File: src/rtl/iter_shift_unit.sv
// iter_shift_unit: multi-cycle 32-bit shifter (SLL/SRL/SRA/ROTR).
// Moves at most STEP bit positions per cycle and completes through a
// start/busy/done handshake. STEP must be 1, 2, 4, 8 or 16.
module iter_shift_unit #(
    parameter int unsigned STEP = 1
) (
    input  logic        clk,
    input  logic        reset,
    input  logic        start,
    input  logic [31:0] a,
    input  logic [4:0]  sdist,
    input  logic [1:0]  sf,
    output logic        busy,
    output logic        done,
    output logic [31:0] sres
);

    localparam logic [1:0] IDLE  = 2'd0;
    localparam logic [1:0] SHIFT = 2'd1;
    localparam logic [1:0] DONE  = 2'd2;

    localparam logic [4:0] STEPV = 5'(STEP);

    logic [1:0]  state_q, state_d;
    logic [31:0] work_q, work_d;
    logic [4:0]  rem_q, rem_d;
    logic [1:0]  func_q, func_d;
    logic [31:0] sres_q, sres_d;

    logic [4:0]  n;
    logic [31:0] shifted;

    // Shift w by n (n <= STEP) using only the power-of-two stages that
    // STEP can need; each stage applies the same function, so SRA keeps
    // replicating the invariant sign bit and ROTR composes.
    function automatic logic [31:0] step_shift(input logic [31:0] w,
                                               input logic [4:0]  amt,
                                               input logic [1:0]  f);
        logic [31:0] r;
        r = w;
        for (int i = 0; i < 5; i++) begin
            if (((32'd1 << i) <= STEP) && amt[i]) begin
                case (f)
                    2'b00:   r = r << (1 << i);
                    2'b01:   r = r >> (1 << i);
                    2'b11:   r = $unsigned($signed(r) >>> (1 << i));
                    default: r = (r >> (1 << i)) | (r << (32 - (1 << i)));
                endcase
            end
        end
        return r;
    endfunction

    // Per-cycle shift amount and the shifted working value.
    always_comb begin
        n       = (rem_q < STEPV) ? rem_q : STEPV;
        shifted = step_shift(work_q, n, func_q);
    end

    // Next-state logic: capture in IDLE/DONE, iterate in SHIFT.
    always_comb begin
        state_d = state_q;
        work_d  = work_q;
        rem_d   = rem_q;
        func_d  = func_q;
        sres_d  = sres_q;
        case (state_q)
            SHIFT: begin
                work_d = shifted;
                rem_d  = rem_q - n;
                if (rem_q == n) begin
                    sres_d  = shifted;
                    state_d = DONE;
                end
            end
            default: begin
                // IDLE and DONE both accept a new operation.
                if (start) begin
                    work_d = a;
                    rem_d  = sdist;
                    func_d = sf;
                    if (sdist == 5'd0) begin
                        sres_d  = a;
                        state_d = DONE;
                    end else begin
                        state_d = SHIFT;
                    end
                end else begin
                    state_d = IDLE;
                end
            end
        endcase
    end

    // State registers with synchronous reset.
    always_ff @(posedge clk) begin
        if (reset) begin
            state_q <= IDLE;
            work_q  <= 32'd0;
            rem_q   <= 5'd0;
            func_q  <= 2'b00;
            sres_q  <= 32'd0;
        end else begin
            state_q <= state_d;
            work_q  <= work_d;
            rem_q   <= rem_d;
            func_q  <= func_d;
            sres_q  <= sres_d;
        end
    end

    // Handshake outputs decode straight from the state register.
    always_comb begin
        busy = (state_q == SHIFT);
        done = (state_q == DONE);
        sres = sres_q;
    end

endmodule

File: config.mk
export PLATFORM = sky130hd
export DESIGN_NAME = iter_shift_unit
export DESIGN_NICKNAME = d
export VERILOG_FILES = /design/src/rtl/iter_shift_unit.sv
export SDC_FILE = /design/constraint.sdc
export NUM_CORES = 1
export LEC_CHECK = 0
export CAP_MARGIN = 20
export CORE_ASPECT_RATIO = 1.25
export CORE_UTILIZATION = 50
export DETAILED_ROUTE_END_ITERATION = 6
export PLACE_DENSITY = 0.85
export SETUP_SLACK_MARGIN = 0.05
export SLEW_MARGIN = 20
export SYNTH_ARGS = -nofsm -noshare
export SYNTH_HDL_FRONTEND = slang
export SYNTH_SLANG_ARGS = --single-unit
File: constraint.sdc
create_clock -name clk -period 3.45 [get_ports clk]
set_clock_uncertainty 0.05 [all_clocks]
set_input_delay 0.69 -clock clk [delete_from_list [all_inputs] [get_ports clk]]
set_output_delay 0.69 -clock clk [all_outputs]
set_load 0.02 [all_outputs]
==> results by group <==
Layout
  – Multi-input logic area: 2436 um2
  – Reg area: 1461 um2
  – Most common cell after layout, fill and taps aside: nand2_1
  – Fill count: 672
  – Commonest non-fill, non-tap cells in the layout: nand2_1 (96), dfxtp_1 (73), clkdlybuf4s50_1 (73)
  – Ant. Diodes: 0
  – Utilization after layout: 63.75%
  – Share of cells above drive strength 1: 16.88%
  – Layout area overhead: 21.40%
  – Design area: 5054 um2
  – Nets: 587

STA
  – Sum of negative setup slack: 0 ps
  – Slew Limit Headroom: 23.13%
  – Min Hold Slack: 441.6 ps
  – Final Max Tran Viols: 0
  – RSZ-0062 raised after global routing: no
  – Endpoints failing hold: 0
  – Final setup violation count: 0
  – Actual slew at the worst max-slew pin: 1153 ps
  – Achievable Freq: 388.5 MHz
  – Fin crit period: 2574 ps
  – Tcrit/Tclk final: 74.60%

Floorplan
  – Core area: 7928 um2
  – Chip height: 104.0 um
  – Die footprint: 8697 um2
  – Chip width: 83.61 um
  – I/O pin count: 76
  – Initial Util: 52.51%
  – # rows: 36

Setup path
  – Critical Path Sink Type: output port
  – Worst EP arrival: 1830 ps
  – Crit-path max FO: 30
  – CP required: 2710 ps
  – Startpoint types: register
  – Critical path class: register to output port

Flow run
  – Max_cap viols: 0

CTS
  – CTS Buf Count: 9
  – H-tree depth: 3
  – CTS clk-pin slew, worst paths: 60 ps
  – Root Buffer: clkbuf_8
  – CTS Hold Bufs: 0
  – Sink Count: 73
  – Post CTS Setup Buffer Count: 0
  – Resized cells post-CTS: 0
  – CTS tree: built
  – CTS Buffer Depth: 2
  – Clock Latency Late Sink: 350 ps

Global route
  – Vias in the first global route: 3765
  – Gr usage total: 24.56%
  – First-pass GRT wire length: 17840 um
  – Largest net degree at the start of global routing: 44
  – Total gr overflow: 0
  – Antenna violations before repair: 0

Logic synthesis
  – Yosys reg bits: 73
  – Most used DFF post-synth: dfxtp_1
  – Syn_area_per_cell: 8.292 um2
  – Register area share after synthesis: 35.11%
  – Synth Warn #: 0
  – Synth area leader: dfxtp_1
  – Mapped Area: 4163 um2
  – Post-synth EDFFs: 0
  – Leading post-synthesis cells by cell area: dfxtp_1 (35%), a311oi_2 (10%), nand2_1 (8.7%)
  – Synth top area share: 35.11%
  – Ys async rst share: 0%
  – Syn_nets: 545
  – Synth unique cells: 41
  – Post-Synthesis Cells: 502

Power and ir drop
  – Power Dens Cells: 473.1 nW/um2
  – Pwr Total: 0.002391 W
  – Leak: 1.748 nW
  – Worst vdd ir: 0.3485 mV

Place
  – PortBufs: 75
  – DP HPWL: 6861 um
  – RePlAce Congestion: 0.8805
  – Cell Area, Placed: 4897 um2

Drt
  – Vias per inst: 6.394
  – DRC Markers: 0
  – Wire per inst: 17.01 um
  – Pre-antenna DRT Iters: 5
  – DR vias: 4092
  – Routed wire length: 10890 um
  – Iteration-0 DRC Markers: 238
  – Post-DRT Antenna Nets: 0

Status
  – Status: finished, final reports clean

Worst hold path
  – Hold Path Class: register to register
## worst paths after layout
kind / from / endpoint / slack (ps) / cells past startpoint
max: state_q[0]$_SDFFE_PP0P_ / busy / 880 / 3
max reg2reg: rem_q[2]$_SDFFE_PP0N_ / sres[29]$_SDFFE_PP0P_ / 1090 / 4
min: sres[0]$_SDFFE_PP0P_ / sres[0]$_SDFFE_PP0P_ / 440 / 2
min reg2reg: sres[0]$_SDFFE_PP0P_ / sres[0]$_SDFFE_PP0P_ / 440 / 2
## cell type report
type / count / share of cell area [%]
repair buffers: 88 / 16.84
flip-flops and latches: 73 / 28.92
multi-input cells: 364 / 48.21
inverters: 8 / 0.5942
clock buffers: 11 / 2.996
well taps: 95 / 2.352
clock inverters: 1 / 0.09903
## report_power, final
group	switching, W	internal [W]	leakage [nW]
clock	0.000292	0.000283	0.0830
combinational	0.000459	0.000345	1.07
sequential	0.0000761	0.000937	0.599
total	0.000827	0.00156	1.75
## sequential cells by signal, summed over array words and instances (netlist names)
| signal | cells |
|---|---|
| state_q | 2 |
| sres | 32 |
| work_q | 32 |
| rem_q | 5 |
| func_q | 2 |
## synth_stat cells (6+ instances only)
cell,count
nand2_1,96
dfxtp_1,73
nor3_1,62
clkbuf_1,43
a21oi_1,36
o21ai_0,32
a311o_1,30
mux2_2,30
a311oi_2,28
nor2_1,10
inv_1,7
buf_2,6
## metrics by stage
stage / setup WS [ps] / cells
floorplan: 1273 / 502
global placement: 754.7 / 628
detailed placement: 708.9 / 628
CTS: 876.2 / 640
global route: 795.3 / 640
finish: 876.1 / 640
## critical path: stages, from the launching register on
cell             delay (ps)
dfxtp_1                 380
nand2b_4                230
inv_2                   240
clkdlybuf4s50_1         630
## per-layer routing
| metal | track usage (%) | up-vias | wire (um) |
|---|---|---|---|
| li1 | - | 1945 | - |
| met1 | 31.39 | 1949 | 4483 |
| met2 | 41.99 | 182 | 5526 |
| met3 | 3.810 | 16 | 724 |
| met4 | 8.111 | 0 | 154 |
| met5 | 0 | - | 0 |
## cells by family after synthesis
kind of cell,Yosys count,synth area share [%]
AND/OR/NAND/NOR,184,19.60
AO/OA/AOI/OAI,145,29.16
flip-flops,73,35.11
buffers and inverters,65,6.763
multiplexers,34,9.077
adder cells (fa/ha/maj),1,0.3005
(Power assumes the default switching activity.)
